## config.mk

```make
export PLATFORM = sky130hd
export DESIGN_NAME = ex_mem_pipe_reg_flat
export DESIGN_NICKNAME = d
export VERILOG_FILES = /design/src/rtl/ex_mem_pipe_reg_if.sv /design/src/rtl/ex_mem_pipe_reg.sv /design/src/flat_wrapper.sv
export SDC_FILE = /design/constraint.sdc
export NUM_CORES = 1
export LEC_CHECK = 0
export CORE_UTILIZATION = 30
export CTS_CLUSTER_DIAMETER = 100
export DETAILED_ROUTE_END_ITERATION = 7
export PLACE_DENSITY_LB_ADDON = 0.15
export SYNTH_ARGS = -nofsm -noshare
export SYNTH_HDL_FRONTEND = slang
export SYNTH_SLANG_ARGS = --single-unit
```

## constraint.sdc

```tcl
create_clock -name clk -period 4.2 [get_ports clk]
set_clock_uncertainty 0.2 [all_clocks]
set_input_delay 0.63 -clock clk [delete_from_list [all_inputs] [get_ports clk]]
set_output_delay 0.63 -clock clk [all_outputs]
set_load 0.02 [all_outputs]
```

## src/rtl/ex_mem_pipe_reg_if.sv

```systemverilog
// EX/MEM pipeline register bus: execute-stage inputs, pipeline control,
// memory-stage outputs and the performance-debug event counters.
interface ex_mem_pipe_reg_if #(
  parameter int DATA_W = 32,
  parameter int CNT_W  = 16
);
  // Pipeline control from the hazard / branch logic
  logic              stall;
  logic              flush;

  // Execute-stage slot
  logic              ex_valid;
  logic              ex_zero;
  logic [DATA_W-1:0] ex_alu_result;
  logic [DATA_W-1:0] ex_rt;
  logic [DATA_W-1:0] ex_branch_addr;
  logic [DATA_W-1:0] ex_jump_addr;
  logic [DATA_W-1:0] ex_reg_dest;
  logic              ex_branch;
  logic              ex_mem_write;
  logic              ex_mem_read;
  logic              ex_jump;
  logic              ex_reg_write;
  logic              ex_mem_to_reg;

  // Memory-stage slot
  logic              mem_valid;
  logic              mem_zero;
  logic [DATA_W-1:0] mem_alu_result;
  logic [DATA_W-1:0] mem_rt;
  logic [DATA_W-1:0] mem_branch_addr;
  logic [DATA_W-1:0] mem_jump_addr;
  logic [DATA_W-1:0] mem_reg_dest;
  logic              mem_branch;
  logic              mem_mem_write;
  logic              mem_mem_read;
  logic              mem_jump;
  logic              mem_reg_write;
  logic              mem_mem_to_reg;

  // Event counters
  logic [CNT_W-1:0]  stall_count;
  logic [CNT_W-1:0]  flush_count;

  // Upstream side: drives the EX slot and pipeline control
  modport master (
    output stall, flush,
    output ex_valid, ex_zero, ex_alu_result, ex_rt, ex_branch_addr,
           ex_jump_addr, ex_reg_dest, ex_branch, ex_mem_write,
           ex_mem_read, ex_jump, ex_reg_write, ex_mem_to_reg,
    input  mem_valid, mem_zero, mem_alu_result, mem_rt, mem_branch_addr,
           mem_jump_addr, mem_reg_dest, mem_branch, mem_mem_write,
           mem_mem_read, mem_jump, mem_reg_write, mem_mem_to_reg,
    input  stall_count, flush_count
  );

  // Pipeline register side: consumes the EX slot, presents the MEM slot
  modport slave (
    input  stall, flush,
    input  ex_valid, ex_zero, ex_alu_result, ex_rt, ex_branch_addr,
           ex_jump_addr, ex_reg_dest, ex_branch, ex_mem_write,
           ex_mem_read, ex_jump, ex_reg_write, ex_mem_to_reg,
    output mem_valid, mem_zero, mem_alu_result, mem_rt, mem_branch_addr,
           mem_jump_addr, mem_reg_dest, mem_branch, mem_mem_write,
           mem_mem_read, mem_jump, mem_reg_write, mem_mem_to_reg,
    output stall_count, flush_count
  );
endinterface

```

## src/rtl/ex_mem_pipe_reg.sv

```systemverilog
// EX/MEM pipeline register with stall (hold), flush (bubble insertion),
// per-slot valid tracking and saturating stall / flush event counters.
// Edge priority: rst > flush > stall > load. All outputs come straight
// from flops; there is no combinational path from any input to any output.
module ex_mem_pipe_reg #(
  parameter int DATA_W = 32,
  parameter int CNT_W  = 16
) (
  input  logic           clk,
  input  logic           rst,
  ex_mem_pipe_reg_if.slave bus
);

  localparam logic [CNT_W-1:0] CNT_MAX = {CNT_W{1'b1}};
  localparam logic [CNT_W-1:0] CNT_ONE = {{(CNT_W-1){1'b0}}, 1'b1};

  // One pipeline slot: valid, datapath fields and MEM/WB controls
  typedef struct packed {
    logic              valid;
    logic              zero;
    logic [DATA_W-1:0] alu_result;
    logic [DATA_W-1:0] rt;
    logic [DATA_W-1:0] branch_addr;
    logic [DATA_W-1:0] jump_addr;
    logic [DATA_W-1:0] reg_dest;
    logic              branch;
    logic              mem_write;
    logic              mem_read;
    logic              jump;
    logic              reg_write;
    logic              mem_to_reg;
  } slot_t;

  slot_t            slot_r;
  slot_t            in_slot_s;
  slot_t            slot_next_s;
  logic [CNT_W-1:0] stall_count_r;
  logic [CNT_W-1:0] flush_count_r;
  logic [CNT_W-1:0] stall_count_next_s;
  logic [CNT_W-1:0] flush_count_next_s;
  logic             stall_event_s;
  logic             flush_event_s;

  // Saturating increment: holds at all-ones instead of wrapping to zero
  function automatic logic [CNT_W-1:0] sat_inc(input logic [CNT_W-1:0] value);
    logic [CNT_W-1:0] result;
    if (value == CNT_MAX) begin
      result = CNT_MAX;
    end else begin
      result = value + CNT_ONE;
    end
    return result;
  endfunction

  // Gather the EX slot; an invalid slot never carries live control bits
  always_comb begin
    in_slot_s             = '0;
    in_slot_s.valid       = bus.ex_valid;
    in_slot_s.zero        = bus.ex_zero;
    in_slot_s.alu_result  = bus.ex_alu_result;
    in_slot_s.rt          = bus.ex_rt;
    in_slot_s.branch_addr = bus.ex_branch_addr;
    in_slot_s.jump_addr   = bus.ex_jump_addr;
    in_slot_s.reg_dest    = bus.ex_reg_dest;
    if (bus.ex_valid) begin
      in_slot_s.branch     = bus.ex_branch;
      in_slot_s.mem_write  = bus.ex_mem_write;
      in_slot_s.mem_read   = bus.ex_mem_read;
      in_slot_s.jump       = bus.ex_jump;
      in_slot_s.reg_write  = bus.ex_reg_write;
      in_slot_s.mem_to_reg = bus.ex_mem_to_reg;
    end else begin
      in_slot_s.branch     = 1'b0;
      in_slot_s.mem_write  = 1'b0;
      in_slot_s.mem_read   = 1'b0;
      in_slot_s.jump       = 1'b0;
      in_slot_s.reg_write  = 1'b0;
      in_slot_s.mem_to_reg = 1'b0;
    end
  end

  // Select the next slot: flush inserts an all-zero bubble, stall holds
  always_comb begin
    slot_next_s = slot_r;
    if (bus.flush) begin
      slot_next_s = '0;
    end else if (bus.stall) begin
      slot_next_s = slot_r;
    end else begin
      slot_next_s = in_slot_s;
    end
  end

  // Classify the edge for the counters; a flushed stall is not a stall cycle
  always_comb begin
    flush_event_s = 1'b0;
    stall_event_s = 1'b0;
    if (bus.flush) begin
      flush_event_s = 1'b1;
      stall_event_s = 1'b0;
    end else if (bus.stall) begin
      flush_event_s = 1'b0;
      stall_event_s = 1'b1;
    end else begin
      flush_event_s = 1'b0;
      stall_event_s = 1'b0;
    end
  end

  // Next counter values, saturating at all-ones
  always_comb begin
    stall_count_next_s = stall_count_r;
    flush_count_next_s = flush_count_r;
    if (stall_event_s) begin
      stall_count_next_s = sat_inc(stall_count_r);
    end else begin
      stall_count_next_s = stall_count_r;
    end
    if (flush_event_s) begin
      flush_count_next_s = sat_inc(flush_count_r);
    end else begin
      flush_count_next_s = flush_count_r;
    end
  end

  // Slot register; reset overrides flush and stall on the same edge
  always_ff @(posedge clk) begin
    if (rst) begin
      slot_r <= '0;
    end else begin
      slot_r <= slot_next_s;
    end
  end

  // Event counters; cleared only by reset
  always_ff @(posedge clk) begin
    if (rst) begin
      stall_count_r <= '0;
      flush_count_r <= '0;
    end else begin
      stall_count_r <= stall_count_next_s;
      flush_count_r <= flush_count_next_s;
    end
  end

  // Present the registered slot to the memory stage
  assign bus.mem_valid       = slot_r.valid;
  assign bus.mem_zero        = slot_r.zero;
  assign bus.mem_alu_result  = slot_r.alu_result;
  assign bus.mem_rt          = slot_r.rt;
  assign bus.mem_branch_addr = slot_r.branch_addr;
  assign bus.mem_jump_addr   = slot_r.jump_addr;
  assign bus.mem_reg_dest    = slot_r.reg_dest;
  assign bus.mem_branch      = slot_r.branch;
  assign bus.mem_mem_write   = slot_r.mem_write;
  assign bus.mem_mem_read    = slot_r.mem_read;
  assign bus.mem_jump        = slot_r.jump;
  assign bus.mem_reg_write   = slot_r.reg_write;
  assign bus.mem_mem_to_reg  = slot_r.mem_to_reg;
  assign bus.stall_count     = stall_count_r;
  assign bus.flush_count     = flush_count_r;

endmodule
```

## src/flat_wrapper.sv

```systemverilog
// flat-port wrapper written by rule: the top's interface ports become plain ports
module ex_mem_pipe_reg_flat 
#(
  parameter int DATA_W = 32,
  parameter int CNT_W  = 16
)
  (clk, rst, bus_stall, bus_flush, bus_ex_valid, bus_ex_zero, bus_ex_alu_result, bus_ex_rt, bus_ex_branch_addr, bus_ex_jump_addr, bus_ex_reg_dest, bus_ex_branch, bus_ex_mem_write, bus_ex_mem_read, bus_ex_jump, bus_ex_reg_write, bus_ex_mem_to_reg, bus_mem_valid, bus_mem_zero, bus_mem_alu_result, bus_mem_rt, bus_mem_branch_addr, bus_mem_jump_addr, bus_mem_reg_dest, bus_mem_branch, bus_mem_mem_write, bus_mem_mem_read, bus_mem_jump, bus_mem_reg_write, bus_mem_mem_to_reg, bus_stall_count, bus_flush_count);
  ex_mem_pipe_reg_if #(.DATA_W(DATA_W), .CNT_W(CNT_W)) bus_i ();
  input  logic clk;
  input  logic rst;
  input wire logic [$bits(bus_i.stall)-1:0] bus_stall;
  input wire logic [$bits(bus_i.flush)-1:0] bus_flush;
  input wire logic [$bits(bus_i.ex_valid)-1:0] bus_ex_valid;
  input wire logic [$bits(bus_i.ex_zero)-1:0] bus_ex_zero;
  input wire logic [$bits(bus_i.ex_alu_result)-1:0] bus_ex_alu_result;
  input wire logic [$bits(bus_i.ex_rt)-1:0] bus_ex_rt;
  input wire logic [$bits(bus_i.ex_branch_addr)-1:0] bus_ex_branch_addr;
  input wire logic [$bits(bus_i.ex_jump_addr)-1:0] bus_ex_jump_addr;
  input wire logic [$bits(bus_i.ex_reg_dest)-1:0] bus_ex_reg_dest;
  input wire logic [$bits(bus_i.ex_branch)-1:0] bus_ex_branch;
  input wire logic [$bits(bus_i.ex_mem_write)-1:0] bus_ex_mem_write;
  input wire logic [$bits(bus_i.ex_mem_read)-1:0] bus_ex_mem_read;
  input wire logic [$bits(bus_i.ex_jump)-1:0] bus_ex_jump;
  input wire logic [$bits(bus_i.ex_reg_write)-1:0] bus_ex_reg_write;
  input wire logic [$bits(bus_i.ex_mem_to_reg)-1:0] bus_ex_mem_to_reg;
  output wire logic [$bits(bus_i.mem_valid)-1:0] bus_mem_valid;
  output wire logic [$bits(bus_i.mem_zero)-1:0] bus_mem_zero;
  output wire logic [$bits(bus_i.mem_alu_result)-1:0] bus_mem_alu_result;
  output wire logic [$bits(bus_i.mem_rt)-1:0] bus_mem_rt;
  output wire logic [$bits(bus_i.mem_branch_addr)-1:0] bus_mem_branch_addr;
  output wire logic [$bits(bus_i.mem_jump_addr)-1:0] bus_mem_jump_addr;
  output wire logic [$bits(bus_i.mem_reg_dest)-1:0] bus_mem_reg_dest;
  output wire logic [$bits(bus_i.mem_branch)-1:0] bus_mem_branch;
  output wire logic [$bits(bus_i.mem_mem_write)-1:0] bus_mem_mem_write;
  output wire logic [$bits(bus_i.mem_mem_read)-1:0] bus_mem_mem_read;
  output wire logic [$bits(bus_i.mem_jump)-1:0] bus_mem_jump;
  output wire logic [$bits(bus_i.mem_reg_write)-1:0] bus_mem_reg_write;
  output wire logic [$bits(bus_i.mem_mem_to_reg)-1:0] bus_mem_mem_to_reg;
  output wire logic [$bits(bus_i.stall_count)-1:0] bus_stall_count;
  output wire logic [$bits(bus_i.flush_count)-1:0] bus_flush_count;
  assign bus_i.stall = bus_stall;
  assign bus_i.flush = bus_flush;
  assign bus_i.ex_valid = bus_ex_valid;
  assign bus_i.ex_zero = bus_ex_zero;
  assign bus_i.ex_alu_result = bus_ex_alu_result;
  assign bus_i.ex_rt = bus_ex_rt;
  assign bus_i.ex_branch_addr = bus_ex_branch_addr;
  assign bus_i.ex_jump_addr = bus_ex_jump_addr;
  assign bus_i.ex_reg_dest = bus_ex_reg_dest;
  assign bus_i.ex_branch = bus_ex_branch;
  assign bus_i.ex_mem_write = bus_ex_mem_write;
  assign bus_i.ex_mem_read = bus_ex_mem_read;
  assign bus_i.ex_jump = bus_ex_jump;
  assign bus_i.ex_reg_write = bus_ex_reg_write;
  assign bus_i.ex_mem_to_reg = bus_ex_mem_to_reg;
  assign bus_mem_valid = bus_i.mem_valid;
  assign bus_mem_zero = bus_i.mem_zero;
  assign bus_mem_alu_result = bus_i.mem_alu_result;
  assign bus_mem_rt = bus_i.mem_rt;
  assign bus_mem_branch_addr = bus_i.mem_branch_addr;
  assign bus_mem_jump_addr = bus_i.mem_jump_addr;
  assign bus_mem_reg_dest = bus_i.mem_reg_dest;
  assign bus_mem_branch = bus_i.mem_branch;
  assign bus_mem_mem_write = bus_i.mem_mem_write;
  assign bus_mem_mem_read = bus_i.mem_mem_read;
  assign bus_mem_jump = bus_i.mem_jump;
  assign bus_mem_reg_write = bus_i.mem_reg_write;
  assign bus_mem_mem_to_reg = bus_i.mem_mem_to_reg;
  assign bus_stall_count = bus_i.stall_count;
  assign bus_flush_count = bus_i.flush_count;
  ex_mem_pipe_reg #(.DATA_W(DATA_W), .CNT_W(CNT_W)) u_core (.clk(clk), .rst(rst), .bus(bus_i));
endmodule
```

-- Word level (Yosys, flattened, before mapping)
Cells that the tools add are included.
W data, S select, Z words.
- logic and storage cells: 26
- bits in registers: 200
- input port bits: 172
- equal/unequal tests: 2
- reduce and logical (&&, ||, !) cells: 1
- muxes and demuxes: 6
- add/sub/neg operators: 2
- operator list (cell ; count):
    $add A16 B1 Y16 const B ; 2
    $eq A16 B16 Y1 const B ; 2
    $mux W16 ; 2
    $mux W6 ; 1
    $mux W1 ; 3
    $reduce_or A2 Y1 ; 1

-- Depth between registers and ports, before layout
Gate-level depths: netlist of the first run.
- depth in word-level cells: 2
- mapped depth: 6

-- Worst setup path before layout of the first run
Ideal clock, no wire load.
- kind: in2reg
- start: input bus_flush
- end: register u_core.slot_r (netlist bit u_core.bus.mem_branch_addr[0])
- arrival time: 1.614 ns
- setup time: 0.064 ns
- slack: 2.322 ns
- stages on the path: 6
- cell sequence: buf_4 > or2_2 > clkbuf_1 > clkbuf_1 > buf_2 > nor2_1
- cells in the longest elaborated chain, start to end: 1
- RTL lines (what ; line ; source):
    from (decl) ; flat_wrapper.sv:12 ; input wire logic [$bits(bus_i.flush)-1:0] bus_flush;
    $reduce_or A2 Y1 (no source line) ; - ;
    to (signal assigned) ; ex_mem_pipe_reg.sv:131 ; slot_r <= slot_next_s;
    to (decl) ; ex_mem_pipe_reg.sv:34 ; slot_t slot_r;
Every way passes these cells.
A chain may end at the register's enable or synchronous reset.

-- Final worst setup path of the first run
- start: register u_core.stall_count_r[2] (netlist: u_core.bus.stall_count[2])
- end: output bus_stall_count[2]
- RTL lines (what ; line ; source):
    from (decl) ; ex_mem_pipe_reg.sv:37 ; logic [CNT_W-1:0] stall_count_r;
    from (signal assigned) ; ex_mem_pipe_reg.sv:141 ; stall_count_r <= stall_count_next_s;
    to (decl) ; flat_wrapper.sv:39 ; output wire logic [$bits(bus_i.stall_count)-1:0] bus_stall_count;
No word-level cell between the ends.

==> run_results.csv, run 1 <==
group,metric,value,unit
outcome,status,"finished, final reports clean",
die,die_height,160,um
cts,cts_made_buffers,17,
timing,fin_tns_setup,0,ns
detailed_routing,wl_met2,10800,um
synth,synthCells,711,
placed_design,dp_slack,1.42,ns
critical_path,max_stage_delay,0.68,ns
detailed_routing,dr_wl_met3,1610,um
detailed_routing,postRouteWirelength,21700,um
placed_design,gp_congestion,0.756,
final_layout,post-route-util,49.4,%
global_route,grt_remaining_overflow,0,
power_and_ir_drop,ir_drop,190,uV
power_and_ir_drop,total_power,4.13,mW
synth,synth_top_area_share,53.7,%
synth,syn_nets,885,
critical_path,critical_path_class,"flop to output port",
power_and_ir_drop,p_clk_share,38.8,%
final_layout,design_area,12000,um2
die,rows,57,
synth,synth_async_sr_flop_share,0,%
cts,cts_resized,0,
global_route,antenna_found_initial,0,
global_route,grt_pass1_vias,6192,
synth,syn_area,7460,um2
die,die_w,160,um
critical_path,start_kind,"flop",
global_route,gr-usage-all-layers,17.1,%
cts,cts_root_buffer,"clkbuf_16",
detailed_routing,first_iter_violations,273,
power_and_ir_drop,p_int,3.06,mW
critical_path,cp-end-kind,"output port",
detailed_routing,ant_nets,0,
synth,synth_most_common_cell,"dfxtp_1",
power_and_ir_drop,power.switching,1.08,mW
timing,period_share,58.0,%
timing,slew_viol_final,0,
critical_path,crit_chain,"clkdlybuf4s50_1",
timing,worst_pin_slew,0.736,ns
detailed_routing,vias,6259,
cts,ctsHoldBuffers,0,
timing,fmax,410,MHz
detailed_routing,drc,0,
timing,relSlewSlack,50.9,%
synth,yosys-top-cells-area,"dfxtp_1 (54%), mux2i_1 (22%), nor2_1 (8.9%), buf_2 (1.9%), xnor2_1 (1.4%)",
final_layout,n_antenna_cell,0,
synth,syn-mean-instance-area,10.5,um2
synth,synth_edf_count,0,
power_and_ir_drop,power.leakage,4.78,nW
detailed_routing,via_per_inst,4.47,
final_layout,regArea,4000,um2
critical_path,path_max_fanout,5,
synth,yosys.area.top_type,"dfxtp_1",
final_layout,multi_input_area,3210,um2
placed_design,dp.final_hpwl,15500,um
final_layout,area_growth,61.1,%
timing,hold_violations,0,
synth,synth-seq-cells,200,
die,core_area,24300,um2
synth,synth_ff_type,"dfxtp_1",
power_and_ir_drop,power_density,344,nW/um2
cts,post_cts_buffers,0,
timing,rsz0062_at_grt,"false",
critical_path,cp_data_required_time,3.37,ns
placed_design,portBuffers,371,
detailed_routing,wire_per_inst,15.5,um
synth,ys_types,44,
timing,timing.final.ws_setup,1.76,ns
detailed_routing,wl_met1,8930,um
final_layout,nFillCells,2269,
die,start_util,30.7,%
cts,cts_tree,"done",
power_and_ir_drop,comb_power_share,13.3,%
global_route,grt_max_degree,85,
job,maxCapViolations,0,
power_and_ir_drop,p_seq_share,47.9,%
critical_path,arrival,1.61,ns
final_layout,layout-drive-gt1-share,5.11,%
synth,synth_sequential_area_ratio,53.7,%
critical_path,cpMaxStageDelayCell,"clkdlybuf4s50_1",
die,ioPinCount,372,
cts,clk_pin_slew,0.07,ns
die,die_area,25500,um2
synth,ys.warnings.count,0,
synth,synth_common_cells,"dfxtp_1 (200), nor2_1 (176), mux2i_1 (163), buf_2 (29), a21oi_1 (17)",
timing,setup_viol,0,
cts,insertion_delay,0.43,ns
critical_path,crit_buf_inv,1,
worst_hold_path,hold_path_class,"flop to flop",
cts,cts.sink_count,200,
detailed_routing,drt_pass1_iterations,4,
final_layout,nNetsFinal,1238,
global_route,grt_pass1_wl,34400,um
placed_design,placed_cell_area,11400,um2
critical_path,crit_family,"buffers and inverters",
cts,h-tree-depth,4,
timing,fin_crit,2.44,ns
power_and_ir_drop,switching_share,26.0,%
cts,clockBufferDepth,2,
detailed_routing,topRoutingLayerUsed,"met4",
[stage by stage]
| step | cells | hold WS, ns |
|---|---|---|
| after floorplan | 711 | 0.382 |
| after global placement | 1369 | 0.272 |
| after detailed placement | 1369 | 0.284 |
| after CTS | 1400 | 0.301 |
| after global routing | 1400 | 0.320 |
| final | 1400 | 0.294 |
[cells in the final DEF (no fill, tap or decap), types with 3 or more instances in the layout]
| cell | netlist | final |
|---|---|---|
| inv_8 | 0 | 4 |
| inv_6 | 0 | 3 |
| clkdlybuf4s50_1 | 0 | 370 |
| buf_4 | 3 | 3 |
| nand3_1 | 6 | 6 |
| xor2_1 | 6 | 6 |
| inv_1 | 7 | 7 |
| mux2i_1 | 163 | 163 |
| nor4_1 | 4 | 4 |
| nor3_1 | 8 | 8 |
| a31oi_1 | 5 | 5 |
| a22oi_1 | 6 | 6 |
| nor2_1 | 176 | 176 |
| a21oi_2 | 4 | 4 |
| and3_1 | 4 | 4 |
| buf_12 | 0 | 3 |
| dfxtp_1 | 200 | 200 |
| xnor2_1 | 12 | 12 |
| nand4_1 | 11 | 11 |
| nor2b_1 | 3 | 3 |
| a21oi_1 | 17 | 17 |
| nand2_1 | 7 | 7 |
| nor4_4 | 3 | 3 |
| clkbuf_16 | 0 | 17 |
[power groups by stage]
stage | Clock (mW) | Combinational, mW | Sequential (mW)
detailed placement | 0 | 0.557 | 2.02
global placement | 0 | 0.556 | 2.02
CTS | 1.66 | 0.559 | 1.98
global route | 1.74 | 0.590 | 1.99
floorplan | 0 | 0.183 | 2.09
finish | 1.60 | 0.552 | 1.98
[worst paths after layout]
kind	from	endpoint	slack, ns	depth (start not counted)
worst max register to register	u_core.bus.stall_count[0]	u_core.bus.stall_count[6]	2.17	5
worst min register to register	u_core.bus.mem_alu_result[18]	u_core.bus.mem_alu_result[18]	0.29	2
worst min-delay path	u_core.bus.mem_alu_result[18]	u_core.bus.mem_alu_result[18]	0.29	2
worst max-delay path	u_core.bus.stall_count[2]	bus_stall_count[2]	1.76	1
[cells by family after synthesis]
logic type / Yosys count / share of synthesized area (%)
flip-flops: 200 / 53.7
buffers and inverters: 50 / 3.26
multiplexers: 163 / 21.9
AND/OR/NAND/NOR: 235 / 14.9
XOR/XNOR: 18 / 2.11
adder cells (fa/ha/maj): 2 / 0.336
AO/OA/AOI/OAI: 43 / 3.84
[routing by layer]
metal / vias to the layer above / GRT usage [%]
met4: 0 / 6.16
met2: 211 / 29.1
li1: 3130 / -
met5: - / 0
met1: 2892 / 19.8
met3: 26 / 5.77
[final cells by class]
| type | instances | area share (%) |
|---|---|---|
| repair buffers | 377 | 31.6 |
| flip-flops and latches | 200 | 33.3 |
| clock inverters | 13 | 1.14 |
| clock buffers | 18 | 3.57 |
| multi-input cells | 461 | 26.7 |
| well taps | 324 | 3.37 |
| inverters | 7 | 0.219 |
Note: power is estimated with default switching activity, not from simulation.
==> run 2: changes to the inputs <==
==> constraint.sdc (replaced) <==
create_clock -name clk -period 2.5 [get_ports clk]
set_clock_uncertainty 0.2 [all_clocks]
set_input_delay 0.375 -clock clk [delete_from_list [all_inputs] [get_ports clk]]
set_output_delay 0.375 -clock clk [all_outputs]
set_load 0.02 [all_outputs]
==> run 2 against run 1 <==
Setup slack worse by 1.4 ns. Count of clock-buffer cells in the layout rose by 2. Final area increased by 0.54%. Sequential cell count stayed put. Sequential power rose by 68%. Hold slack lost 0.12 ns. Non-clock buffer count up 5. Clock power up 70%. Critical path depth unchanged. Global-route usage shrank 0.28 points.
==> run_results.csv, run 2 (same netlist as run 1, synthesis figures left out) <==
group,metric,value,unit
cts,cts_made_buffers,17,
worst_hold_path,hold_path_class,"primary input to flop",
detailed_routing,vias,6218,
detailed_routing,ant_nets,0,
timing,worst_pin_slew,0.595,ns
timing,fin_tns_setup,0,ns
cts,cts_root_buffer,"clkbuf_16",
final_layout,final_cell_mix,"clkdlybuf4s50_1 (370), dfxtp_1 (200), nor2_1 (176), mux2i_1 (163)",
critical_path,crit_chain,"clkdlybuf4s50_1",
critical_path,start_kind,"flop",
placed_design,gp_congestion,0.790,
detailed_routing,drt_pass1_iterations,6,
timing,hold_violations,0,
timing,rsz0062_at_grt,"false",
die,die_area,25500,um2
die,ioPinCount,372,
placed_design,dp.final_hpwl,15700,um
detailed_routing,postRouteWirelength,21800,um
critical_path,cp-end-kind,"output port",
final_layout,final_common_cell,"clkdlybuf4s50_1",
power_and_ir_drop,total_power,6.98,mW
power_and_ir_drop,power_density,578,nW/um2
cts,clockBufferDepth,2,
die,core_area,24300,um2
global_route,gr-usage-all-layers,16.8,%
final_layout,design_area,12100,um2
cts,insertion_delay,0.42,ns
placed_design,placed_cell_area,11500,um2
critical_path,arrival,1.60,ns
global_route,grt_max_degree,78,
die,start_util,30.7,%
timing,period_share,86.9,%
timing,slew_viol_final,0,
critical_path,cpMaxStageDelayCell,"clkdlybuf4s50_1",
final_layout,n_antenna_cell,0,
cts,h-tree-depth,4,
die,die_w,160,um
outcome,status,"finished, final reports clean",
critical_path,critical_path_class,"flop to output port",
detailed_routing,drc,0,
die,rows,57,
cts,ctsHoldBuffers,0,
cts,cts.sink_count,200,
final_layout,layout-drive-gt1-share,5.55,%
cts,clk_pin_slew,0.07,ns
global_route,grt_remaining_overflow,0,
timing,setup_viol,0,
timing,fin_crit,2.17,ns
final_layout,nNetsFinal,1243,
job,maxCapViolations,0,
detailed_routing,first_iter_violations,298,
critical_path,crit_family,"buffers and inverters",
cts,cts_tree,"done",
global_route,antenna_found_initial,0,
critical_path,max_stage_delay,0.68,ns
cts,cts_resized,0,
power_and_ir_drop,ir_drop,529,uV
critical_path,crit_buf_inv,1,
critical_path,path_max_fanout,5,
global_route,grt_pass1_vias,6045,
placed_design,portBuffers,371,
global_route,grt_pass1_wl,33800,um
timing,fmax,460,MHz
timing,relSlewSlack,60.2,%
cts,post_cts_buffers,0,
detailed_routing,via_per_inst,4.42,
power_and_ir_drop,power.leakage,4.82,nW
final_layout,area_growth,62.0,%
critical_path,cp_data_required_time,1.92,ns
die,die_height,160,um
detailed_routing,wire_per_inst,15.5,um
-- run 2: cell count changes in the layout (fill, tap and decap cells not counted), sizes merged --
cell and change:
clkinvlp -1, buf +5, clkbuf +2
-- run 2: area by class of cell --
| cell class | count | area [um2] |
|---|---|---|
| sequential | 200 | 4000 |
| clock inverter | 12 | 134 |
| tap | 324 | 405 |
| clock buffer | 20 | 447 |
| fill | 2276 | 12200 |
| timing repair buffer | 382 | 3850 |
| inverter | 7 | 26.3 |
| multi-input combinational | 461 | 3210 |
-- run 2: per-layer routing --
| metal | wire, um | track usage, % | up-vias |
|---|---|---|---|
| met5 | 0 | 0 | - |
| met4 | 312 | 4.81 | 0 |
| met3 | 1790 | 6.34 | 17 |
| met2 | 10800 | 29.6 | 208 |
| met1 | 8930 | 18.7 | 2852 |
| li1 | - | - | 3141 |
-- run 2: path summary, 6_finish.rpt --
| path | startpoint | end | slack, ns | depth (start not counted) |
|---|---|---|---|---|
| hold reg to reg | u_core.bus.mem_alu_result[18] | u_core.bus.mem_alu_result[18] | 0.30 | 2 |
| setup / recovery | u_core.bus.stall_count[3] | bus_stall_count[3] | 0.33 | 1 |
| hold / removal | bus_stall | u_core.bus.mem_rt[1] | 0.17 | 3 |
| setup reg to reg | u_core.bus.flush_count[0] | u_core.bus.flush_count[2] | 0.57 | 5 |
-- run 2: power by group --
part | switching [mW] | total [mW] | internal (mW)
combinational | 0.399 | 0.940 | 0.541
clock | 1.36 | 2.72 | 1.37
sequential | 0.0459 | 3.32 | 3.28
-- run 2: through the flow --
step	util [%]	hold slack, ns	instances	setup slack (ns)
2_1_floorplan	-	0.319	711	0.647
6_report	49.7	0.171	1406	0.327
3_3_place_gp	47.3	0.269	1374	0.101
5_1_grt	49.7	0.170	1406	0.281
3_5_place_dp	47.3	0.284	1374	0.0558
4_1_cts	49.7	0.144	1406	0.305
